===== config.mk =====
export PLATFORM = sky130hd
export DESIGN_NAME = carga_color
export DESIGN_NICKNAME = d
export VERILOG_FILES = /design/src/rtl/carga_color.sv
export SDC_FILE = /design/constraint.sdc
export NUM_CORES = 1
export LEC_CHECK = 0
export ABC_AREA = 1
export CORE_ASPECT_RATIO = 2
export CORE_MARGIN = 2
export CORE_UTILIZATION = 45
export DETAILED_ROUTE_END_ITERATION = 10
export GPL_ROUTABILITY_DRIVEN = 0
export PLACE_DENSITY = 0.71
export SLEW_MARGIN = 40
export SYNTH_ARGS = -nofsm -noshare
export SYNTH_HDL_FRONTEND = slang
export SYNTH_SLANG_ARGS = --single-unit

===== constraint.sdc =====
create_clock -name clk -period 2.46 [get_ports clk]
set_input_delay 0.369 -clock clk [delete_from_list [all_inputs] [get_ports clk]]
set_output_delay 0.369 -clock clk [all_outputs]
set_load 0.01 [all_outputs]

===== src/rtl/carga_color.sv =====
// Operator-entry front end for the paint dispenser: captures R, G, B intensities
// one per debounced load press, confirms with a one-cycle start pulse, then waits for the timer.
module carga_color #(
  parameter int DEBOUNCE = 500_000,
  parameter int TIMEOUT  = 50_000_000
) (
  input  logic       clk,
  input  logic       rst_n,
  input  logic [3:0] dato,
  input  logic       cargar,
  input  logic       cancelar,
  input  logic       fin_ciclo,
  output logic [4:0] R,
  output logic [4:0] G,
  output logic [4:0] B,
  output logic       enter,
  output logic [2:0] fase,
  output logic       ocupado,
  output logic       error
);

  localparam int DW = (DEBOUNCE > 1) ? $clog2(DEBOUNCE) : 1;
  localparam int TW = (TIMEOUT > 1) ? $clog2(TIMEOUT) : 1;
  localparam logic [DW-1:0] DEB_MAX = DW'(DEBOUNCE - 1);
  localparam logic [TW-1:0] TMO_MAX = TW'(TIMEOUT - 1);
  localparam logic [4:0]    B_LOADING = 5'd16;

  typedef enum logic [2:0] {
    CARGA_R  = 3'd0,
    CARGA_G  = 3'd1,
    CARGA_B  = 3'd2,
    CONFIRMA = 3'd3,
    DISPENSA = 3'd4
  } state_t;

  state_t        state_r;
  logic          cargar_s1_r, cargar_s2_r;
  logic          cancelar_s1_r, cancelar_s2_r;
  logic          fin_s1_r, fin_s2_r, fin_prev_r;
  logic [3:0]    dato_s1_r, dato_s2_r;
  logic          deb_r;
  logic [DW-1:0] deb_cnt_r;
  logic [TW-1:0] tmo_cnt_r;
  logic          press_s;
  logic          fin_evt_s;

  // Two-flop synchronizers for every asynchronous panel/timer input.
  always_ff @(posedge clk or negedge rst_n) begin
    if (!rst_n) begin
      cargar_s1_r   <= 1'b0;
      cargar_s2_r   <= 1'b0;
      cancelar_s1_r <= 1'b0;
      cancelar_s2_r <= 1'b0;
      fin_s1_r      <= 1'b0;
      fin_s2_r      <= 1'b0;
      fin_prev_r    <= 1'b0;
      dato_s1_r     <= 4'd0;
      dato_s2_r     <= 4'd0;
    end else begin
      cargar_s1_r   <= cargar;
      cargar_s2_r   <= cargar_s1_r;
      cancelar_s1_r <= cancelar;
      cancelar_s2_r <= cancelar_s1_r;
      fin_s1_r      <= fin_ciclo;
      fin_s2_r      <= fin_s1_r;
      fin_prev_r    <= fin_s2_r;
      dato_s1_r     <= dato;
      dato_s2_r     <= dato_s1_r;
    end
  end

  // Load-button debouncer: a new level must persist DEBOUNCE cycles to be accepted.
  always_ff @(posedge clk or negedge rst_n) begin
    if (!rst_n) begin
      deb_r     <= 1'b0;
      deb_cnt_r <= '0;
    end else if (cargar_s2_r == deb_r) begin
      deb_cnt_r <= '0;
    end else if (deb_cnt_r == DEB_MAX) begin
      deb_r     <= cargar_s2_r;
      deb_cnt_r <= '0;
    end else begin
      deb_cnt_r <= deb_cnt_r + 1'b1;
    end
  end

  // A press is the cycle on which the debounced level flips 0->1.
  assign press_s   = ~deb_r & cargar_s2_r & (deb_cnt_r == DEB_MAX);
  assign fin_evt_s = fin_s2_r & ~fin_prev_r;

  // Entry sequencer with registered operator/timer outputs.
  always_ff @(posedge clk or negedge rst_n) begin
    if (!rst_n) begin
      state_r   <= CARGA_R;
      R         <= 5'd0;
      G         <= 5'd0;
      B         <= B_LOADING;
      enter     <= 1'b0;
      fase      <= 3'b001;
      ocupado   <= 1'b0;
      error     <= 1'b0;
      tmo_cnt_r <= '0;
    end else begin
      enter <= 1'b0;
      // Cancel outranks a same-cycle press everywhere except while dispensing.
      if ((state_r != DISPENSA) && cancelar_s2_r) begin
        state_r <= CARGA_R;
        R       <= 5'd0;
        G       <= 5'd0;
        B       <= B_LOADING;
        fase    <= 3'b001;
      end else begin
        case (state_r)
          CARGA_R: begin
            if (press_s) begin
              R       <= {1'b0, dato_s2_r};
              state_r <= CARGA_G;
              fase    <= 3'b010;
            end else begin
              state_r <= CARGA_R;
            end
          end
          CARGA_G: begin
            if (press_s) begin
              G       <= {1'b0, dato_s2_r};
              state_r <= CARGA_B;
              fase    <= 3'b100;
            end else begin
              state_r <= CARGA_G;
            end
          end
          CARGA_B: begin
            if (press_s) begin
              B       <= {1'b0, dato_s2_r};
              state_r <= CONFIRMA;
              fase    <= 3'b111;
            end else begin
              state_r <= CARGA_B;
            end
          end
          CONFIRMA: begin
            if (press_s) begin
              enter     <= 1'b1;
              error     <= 1'b0;
              tmo_cnt_r <= '0;
              ocupado   <= 1'b1;
              fase      <= 3'b000;
              state_r   <= DISPENSA;
            end else begin
              state_r <= CONFIRMA;
            end
          end
          DISPENSA: begin
            if (fin_evt_s) begin
              state_r <= CARGA_R;
              B       <= B_LOADING;
              fase    <= 3'b001;
              ocupado <= 1'b0;
            end else if (tmo_cnt_r == TMO_MAX) begin
              error   <= 1'b1;
              state_r <= CARGA_R;
              B       <= B_LOADING;
              fase    <= 3'b001;
              ocupado <= 1'b0;
            end else begin
              tmo_cnt_r <= tmo_cnt_r + 1'b1;
            end
          end
          default: begin
            state_r <= CARGA_R;
            B       <= B_LOADING;
            fase    <= 3'b001;
            ocupado <= 1'b0;
          end
        endcase
      end
    end
  end

endmodule


==> metrics.yaml, run 1 <==
logic_synthesis:
  ys_async_sr_fraction_pct: 100
  synth_edf_count: 0
  synth_top_family_by_area: "simple AND/OR/NAND/NOR gates"
  yosys.area_share.adder_pct: 0.866
  synth_cell_types: 37
  netlist_instances: 550
  syn-cell-area_um2: 4340
  syn_area_per_cell_um2: 7.88
  synthSimpleGateAreaFrac_pct: 33.4
  yosysWarnings: 0
  synth_xor_area_share_pct: 5.05
  yosysSeqAreaShare_pct: 48.0
  synth_ff_type: "dfrtp_1"
  synth_mux_area_share_pct: 0
  yosys_register_bits: 83
  synth_compound_area_share_pct: 6.09
outcome:
  violations: "negative hold slack"
  status: "complete, but fails checks"
drt:
  viasPerCell: 5.28
  wl_per_cell_um: 13.9
  drcViolationCount: 0
  drt_iter0_drc: 293
  drtPass1Iterations: 5
  postRouteAntennaNets: 0
  vias: 3646
  routed_wl_mm: 9.58
setup_path:
  arrival_ns: 2.24
  required_ns: 2.67
  cp_max_fo: 23
  path_class: "reg2reg"
  crit_path_end_kind: "flop"
  start_kind: "flop"
die:
  die_area_um2: 10500
  die_x_um: 73.4
  rows: 50
  design.core.area_um2: 9380
  num_io_pins: 30
  initial_utilization_pct: 46.2
  dieHeight_um: 143
cts:
  clk_path_buf_depth: 2
  holdBufCountCts: 0
  clock_sinks: 83
  cts_buffers: 9
  clockRootBuffer: "clkbuf_16"
  htreeDepth: 3
  path_clk_slew_ns: 0.06
  clock_latency_ns: 0.34
  ctsResizeCount: 0
  post-cts-setup-buffers: 0
  cts_tree: "done"
global_route:
  grt_max_degree: 47
  antenna_found_initial: 0
  grt_pass1_wl_mm: 16.0
  grt_usage_pct: 19.5
  grt_remaining_overflow: 0
  first_global_vias: 3719
timing:
  tns_ns: 0
  timing.final.crit_share_pct: 82.5
  skew_ns: 0.00730
  slew_headroom_pct: 64.1
  finalHoldViolCount: 9
  fmax_ghz: 0.493
  maxSlewViolCount: 0
  finalCriticalPeriod_ns: 2.03
  hold_slack_ns: -0.0112
  finalSetupViolations: 0
  worst_slew_pin_slew_ns: 0.534
  rsz0062_at_grt: "no"
power:
  vdd_drop_max_v: 0.000397
  power_mw: 2.98
  leakagePower_nw: 2.28
  power_density_nw_per_um2: 593
cells_and_area:
  utilization_pct: 53.5
  nets: 594
  mostFrequentLayoutCells: "nand2_1, nor2_1, dfrtp_1"
  area_growth_pct: 15.9
  final_common_cell: "nand2_1"
  drive_gt1_share_pct: 7.84
  antennaDiodeCount: 0
placed_design:
  port_buffers: 27
  dpl.hpwl_mm: 7.24
flow_run:
  drv_cap: 0
hold_path:
  hold_path_class: "in2async"
-- metal layers --
layer / global-route usage [%] / up-vias / wire (µm)
li1: - / 1817 / -
met1: 19.4 / 1707 / 3640
met2: 36.5 / 86 / 5360
met3: 3.53 / 36 / 240
met4: 10.7 / 0 / 335
met5: 0 / - / 0
-- stage by stage --
| stage | hold slack, ns | setup WS [ns] | area, µm² | cells |
|---|---|---|---|---|
| 2_1_floorplan | 0.0734 | 0.787 | 4340 | 551 |
| 3_3_place_gp | 0.333 | 0.535 | 4700 | 675 |
| 3_5_place_dp | 0.336 | 0.450 | 4700 | 675 |
| 4_1_cts | 0.00872 | 0.433 | 5020 | 691 |
| 5_1_grt | 0.0306 | 0.217 | 5020 | 691 |
| 6_report | -0.0112 | 0.431 | 5020 | 691 |
-- final cells by class --
type	instances	area (µm²)
clock buffers	9	225
flip-flops and latches	83	2080
fillers	851	4360
inverters	53	201
multi-input cells	404	1980
well taps	104	130
clock inverters	7	100
repair buffers	31	310
-- sequential cells by signal (all words and copies together) (netlist names), 3 cells and up --
name / cells
dato_s1_r: 4
R: 4
B: 5
tmo_cnt_r: 26
dato_s2_r: 4
G: 4
deb_cnt_r: 19
fase: 3
state_r: 3
-- logic make-up (layout without fill, tap and decap cells) --
group,count (synthesis),in the layout
flops,83,83
compound gates,50,50
xor+xnor,25,25
simple gates,324,324
fa+ha+maj,3,3
buf+inv,64,100
other cells,1,2
-- Yosys cell counts (all sizes together), types with 3 or more instances --
cell   count  area [µm²]
inv       53         201
dfrtp     81        2030
a21oi      7        35.0
nor3      22         121
buf        9        73.8
nand4     13        81.3
xor2      21         184
ha         3        37.5
nand3     43         263
o21ai     37         185
xnor2      4        35.0
nand2    152         583
nor2      90         374
-- critical path, cell delays in order (launching register included) --
cell     delay, ns
dfrtp_1       0.42
nor2_1        0.17
nand2_1       0.30
nand2_2       0.15
o21ai_1       0.10
inv_2         0.09
nand3_4       0.18
nor2_8        0.33
o21ai_0       0.13
-- power breakdown --
group	internal, mW	switching (mW)
logic	0.0431	0.0670
clock network	0.896	0.570
registers	1.39	0.0137
total	2.33	0.651
-- path summary, 6_finish.rpt --
kind                                        start  slack, ns                  endpoint  cells after the start
setup reg to reg           state_r[0]$_DFFE_PN0P_       0.43  tmo_cnt_r[0]$_DFFE_PN0P_                      8
min in group clk           dato_s1_r[2]$_DFF_PN0_       0.35    dato_s2_r[2]$_DFF_PN0_                      0
hold / removal                              rst_n      -0.01  tmo_cnt_r[3]$_DFFE_PN0P_                      1
hold reg to reg            dato_s1_r[2]$_DFF_PN0_       0.35    dato_s2_r[2]$_DFF_PN0_                      0
max in group asynchronous                   rst_n       1.81          B[4]$_DFFE_PN1P_                      2
setup / recovery           state_r[0]$_DFFE_PN0P_       0.43  tmo_cnt_r[0]$_DFFE_PN0P_                      8
Power figures use the tool's default switching activity.
==> run 2: changes to the inputs <==
- PLACE_DENSITY: 0.71 -> 0.73
- clock period: 2.46 -> 1.8 ns (I/O delays scaled with it)
==> metrics.yaml, run 2 (same netlist as run 1, synthesis figures left out) <==
outcome:
  status: "complete, no violations"
timing:
  timing.final.crit_share_pct: 96.0
  fmax_ghz: 0.578
  tns_ns: 0
  finalHoldViolCount: 0
  finalCriticalPeriod_ns: 1.73
  hold_slack_ns: 0.348
  maxSlewViolCount: 0
  finalSetupViolations: 0
  skew_ns: 0.00876
cts:
  path_clk_slew_ns: 0.07
  clockRootBuffer: "clkbuf_16"
  clock_latency_ns: 0.35
  cts_buffers: 9
  cts_tree: "done"
  clock_sinks: 83
  htreeDepth: 3
  clk_path_buf_depth: 2
power:
  power_switching_share_pct: 23.8
  p_int_mw: 2.96
  power_frac_comb_pct: 4.3
  vdd_drop_max_v: 0.000444
  p_sw_mw: 0.922
  leakagePower_nw: 2.44
  power_density_nw_per_um2: 717
  p_seq_share_pct: 49.6
  clkPwrFrac_pct: 46.2
flow_run:
  drv_cap: 0
placed_design:
  port_buffers: 27
  dp.cells: 700
  dpl_cell_area_um2: 4910
  dpl.hpwl_mm: 7.62
drt:
  postRouteAntennaNets: 0
  routed_wl_mm: 10.5
  drt_iter0_drc: 268
  viasPerCell: 5.37
  wl_per_cell_um: 14.5
  drtPass1Iterations: 5
  drcViolationCount: 0
  vias: 3903
setup_path:
  cp_max_fo: 8
  required_ns: 2.04
  arrival_ns: 1.97
  start_kind: "flop"
  r2r_slack_ns: 0.07
  path_class: "reg2reg"
  crit_path_end_kind: "flop"
cells_and_area:
  largest_reg_flops: 26
  area_growth_pct: 24.7
  final_common_cell: "nand2_1"
  antennaDiodeCount: 0
  top_register: "tmo_cnt_r"
  nets: 630
  fin_cells: 727
  stdcell_area_um2: 5410
  mostFrequentLayoutCells: "nand2_1, dfrtp_1, nor2_1"
  top_regs: "tmo_cnt_r x26, deb_cnt_r x19, B x5"
  drive_gt1_share_pct: 16.5
die:
  dieHeight_um: 143
  design.core.area_um2: 9380
  rows: 50
  die_x_um: 73.4
  num_io_pins: 30
  initial_utilization_pct: 46.2
  die_area_um2: 10500
global_route:
  grt_usage_pct: 21.8
  grt_remaining_overflow: 0
  first_global_vias: 3936
  grt_max_degree: 31
  antenna_found_initial: 0
  grt_pass1_wl_mm: 17.7
hold_path:
  hold_path_class: "reg2reg"
run 2: power by group through the flow:
stage | sequential, mW | clock, mW | combinational (mW)
after global routing | 1.93 | 1.91 | 0.187
final | 1.92 | 1.79 | 0.165
after detailed placement | 1.96 | 0 | 0.164
after CTS | 1.92 | 1.82 | 0.166
after floorplan | 1.96 | 0 | 0.0540
after global placement | 1.95 | 0 | 0.160
run 2: path summary, 6_finish.rpt:
kind / start / endpoint / depth (start not counted)
max: tmo_cnt_r[0]$_DFFE_PN0P_ / tmo_cnt_r[3]$_DFFE_PN0P_ / 10
min: dato_s1_r[0]$_DFF_PN0_ / dato_s2_r[0]$_DFF_PN0_ / 0
max reg2reg: tmo_cnt_r[0]$_DFFE_PN0P_ / tmo_cnt_r[3]$_DFFE_PN0P_ / 10
min reg2reg: dato_s1_r[0]$_DFF_PN0_ / dato_s2_r[0]$_DFF_PN0_ / 0
max in group asynchronous: rst_n / error$_DFFE_PN0P_ / 3
min in group asynchronous: rst_n / tmo_cnt_r[24]$_DFFE_PN0P_ / 2
run 2: per-layer routing:
| layer | global-route usage (%) | part of all wire (%) |
|---|---|---|
| met1 | 23.6 | 36 |
| met2 | 38.0 | 55 |
| met3 | 4.66 | 4.2 |
| met4 | 12.3 | 4.9 |
| met5 | 0 | 0 |
run 2: layout make-up:
type	instances	area, µm²
Tap cell	104	130
Timing Repair inverter	1	7.51
Clock buffer	10	239
Fill cell	809	3980
Inverter	53	205
Clock inverter	6	47.5
Sequential cell	83	2080
Multi-Input combinational cell	405	2100
Timing Repair Buffer	65	601
run 2: per-stage QoR:
| stage | power (mW) | utilization [%] | setup slack [ns] |
|---|---|---|---|
| final | 3.88 | 57.6 | 0.0714 |
| after global placement | 2.11 | 52.3 | 0.0309 |
| after floorplan | 2.01 | - | 0.127 |
| after CTS | 3.91 | 55.9 | 0.00642 |
| after detailed placement | 2.12 | 52.3 | -0.0362 |
| after global routing | 4.02 | 57.6 | -0.0181 |
run 2: critical path, stage by stage, from the launching register on:
cell        delay, ns
dfrtp_1          0.35
ha_2             0.19
nand2_2          0.08
nor2_4           0.13
nand3_2          0.10
nor2_4           0.15
nand2_2          0.08
nand3_4          0.12
clkinvlp_4       0.22
nand3_1          0.12
o21ai_1          0.07
run 2: what timing repair did:
item | in CTS | in global routing
cloned | 1 | 1
endpoints found under the setup margin | 22 | 50
endpoints found under the hold margin | 25 | 0
setup buffers | 3 | 5
resized for setup | 2 | 35
pin swaps | 3 | 9
hold buffers | 1 | 0
==> run 3: changes to the inputs <==
- CORE_UTILIZATION: 45 -> 55
- PLACE_DENSITY: 0.73 -> 0.75
- clock period: 1.8 -> 1.81 ns (I/O delays scaled with it)
==> metrics.yaml, run 3 (same netlist as run 1, synthesis figures left out) <==
cts:
  clock_sinks: 83
  clk_path_buf_depth: 2
  path_clk_slew_ns: 0.06
  cts_tree: "done"
  clock_latency_ns: 0.34
  cts_buffers: 9
  clockRootBuffer: "clkbuf_16"
  htreeDepth: 3
setup_path:
  start_kind: "flop"
  arrival_ns: 1.93
  cp_max_fo: 4
  path_class: "reg2reg"
  required_ns: 2.03
  crit_path_end_kind: "flop"
global_route:
  grt_max_degree: 51
  grt_usage_pct: 26.3
  grt_remaining_overflow: 0
  grt_pass1_wl_mm: 17.2
  antenna_found_initial: 0
  first_global_vias: 3831
die:
  design.core.area_um2: 7600
  rows: 45
  die_x_um: 66.8
  initial_utilization_pct: 57.1
  num_io_pins: 30
  dieHeight_um: 130
  die_area_um2: 8650
power:
  leakagePower_nw: 2.44
  power_density_nw_per_um2: 725
  vdd_drop_max_v: 0.000571
drt:
  drtPass1Iterations: 5
  wl_per_cell_um: 14.7
  drt_iter0_drc: 373
  postRouteAntennaNets: 0
  vias: 3918
  routed_wl_mm: 10.5
  viasPerCell: 5.48
  drcViolationCount: 0
cells_and_area:
  stdcell_area_um2: 5370
  utilization_pct: 70.6
  area_growth_pct: 23.8
  final_common_cell: "nand2_1"
  nFillCells: 629
  top_regs: "tmo_cnt_r x26, deb_cnt_r x19, B x5"
  top_register: "tmo_cnt_r"
  nets: 628
  largest_reg_flops: 26
  antennaDiodeCount: 0
  mostFrequentLayoutCells: "nand2_1, dfrtp_1, nor2_1"
  drive_gt1_share_pct: 16.1
timing:
  timing.final.crit_share_pct: 94.6
  tns_ns: 0
  fmax_ghz: 0.584
  finalCriticalPeriod_ns: 1.71
  maxSlewViolCount: 0
  finalHoldViolCount: 0
  finalSetupViolations: 0
  skew_ns: 0.00832
placed_design:
  port_buffers: 27
  dpl_cell_area_um2: 4910
  dpl.hpwl_mm: 7.75
hold_path:
  hold_path_class: "in2async"
flow_run:
  drv_cap: 0
outcome:
  status: "complete, no violations"
==> run 3: changes by cell type in the layout (fill, tap and decap cells not counted), moves of 2 or more <==
| cell | before | now |
|---|---|---|
| buf_4 | 33 | 31 |
| nand3_1 | 33 | 36 |
| nor2_2 | 9 | 12 |
| nor2_4 | 5 | 2 |
| nor3_1 | 19 | 17 |
| nor3_2 | 2 | 4 |
| o21ai_0 | 18 | 22 |
| o21ai_1 | 18 | 15 |
==> run 3: repair_timing <==
| item | CTS | global route |
|---|---|---|
| setup endpoints to repair | 5 | 47 |
| hold buffers | 1 | 0 |
| buffers inserted | 2 | 3 |
| cloned | 0 | 1 |
| pin swaps | 0 | 4 |
| hold endpoints to repair | 10 | 0 |
| resized for setup | 3 | 25 |
==> run 3: where the power goes <==
part           total [mW]  internal [mW]  switching [mW]
combinational       0.166         0.0668          0.0990
sequential           1.91           1.89          0.0199
clock                1.82           1.07           0.742
total                3.89           3.03           0.861
==> run 3: final cells by class <==
type | count | area, µm² | area share, %
well taps | 94 | 118 | 2.19
clock buffers | 9 | 225 | 4.19
multi-input cells | 405 | 2060 | 38.4
inverters | 53 | 205 | 3.82
clock inverters | 7 | 73.8 | 1.37
flip-flops and latches | 83 | 2080 | 38.8
repair buffers | 64 | 606 | 11.3
==> run 3: per-layer routing <==
layer | GRT usage (%) | vias up | routed length, µm
met3 | 4.60 | 39 | 382
met4 | 13.2 | 0 | 409
met1 | 27.6 | 1878 | 3800
met2 | 48.6 | 114 | 5950
li1 | - | 1887 | -
met5 | 0 | - | 0
==> run 3: final timing paths <==
check                                  startpoint                   endpoint  slack (ns)  cells past startpoint
max in group asynchronous                   rst_n    deb_cnt_r[11]$_DFF_PN0_        0.93                      3
max reg2reg                deb_cnt_r[0]$_DFF_PN0_    deb_cnt_r[14]$_DFF_PN0_         0.1                      9
max                        deb_cnt_r[0]$_DFF_PN0_    deb_cnt_r[14]$_DFF_PN0_         0.1                      9
min reg2reg                dato_s1_r[1]$_DFF_PN0_     dato_s2_r[1]$_DFF_PN0_        0.35                      0
min                                         rst_n  tmo_cnt_r[21]$_DFFE_PN0P_        0.29                      2
min in group clk           dato_s1_r[1]$_DFF_PN0_     dato_s2_r[1]$_DFF_PN0_        0.35                      0
==> run 3: worst max-delay path: stages (launching register included) <==
cell	delay, ns
dfrtp_1	0.37
ha_2	0.22
nand3_4	0.11
buf_4	0.18
nor3_2	0.16
nand3_1	0.16
nor2_2	0.18
nand2_1	0.08
nor2_1	0.09
nor3_1	0.06
==> run 3: per-stage QoR <==
stage / power, mW / setup slack (ns) / std cells / hold slack [ns]
floorplan: 2.00 / 0.137 / 551 / -0.0241
global placement: 2.10 / -0.0427 / 692 / 0.0964
detailed placement: 2.11 / -0.0384 / 692 / 0.100
CTS: 3.93 / 0.0228 / 711 / 0.291
global route: 4.04 / -0.0631 / 715 / 0.301
finish: 3.89 / 0.0986 / 715 / 0.294
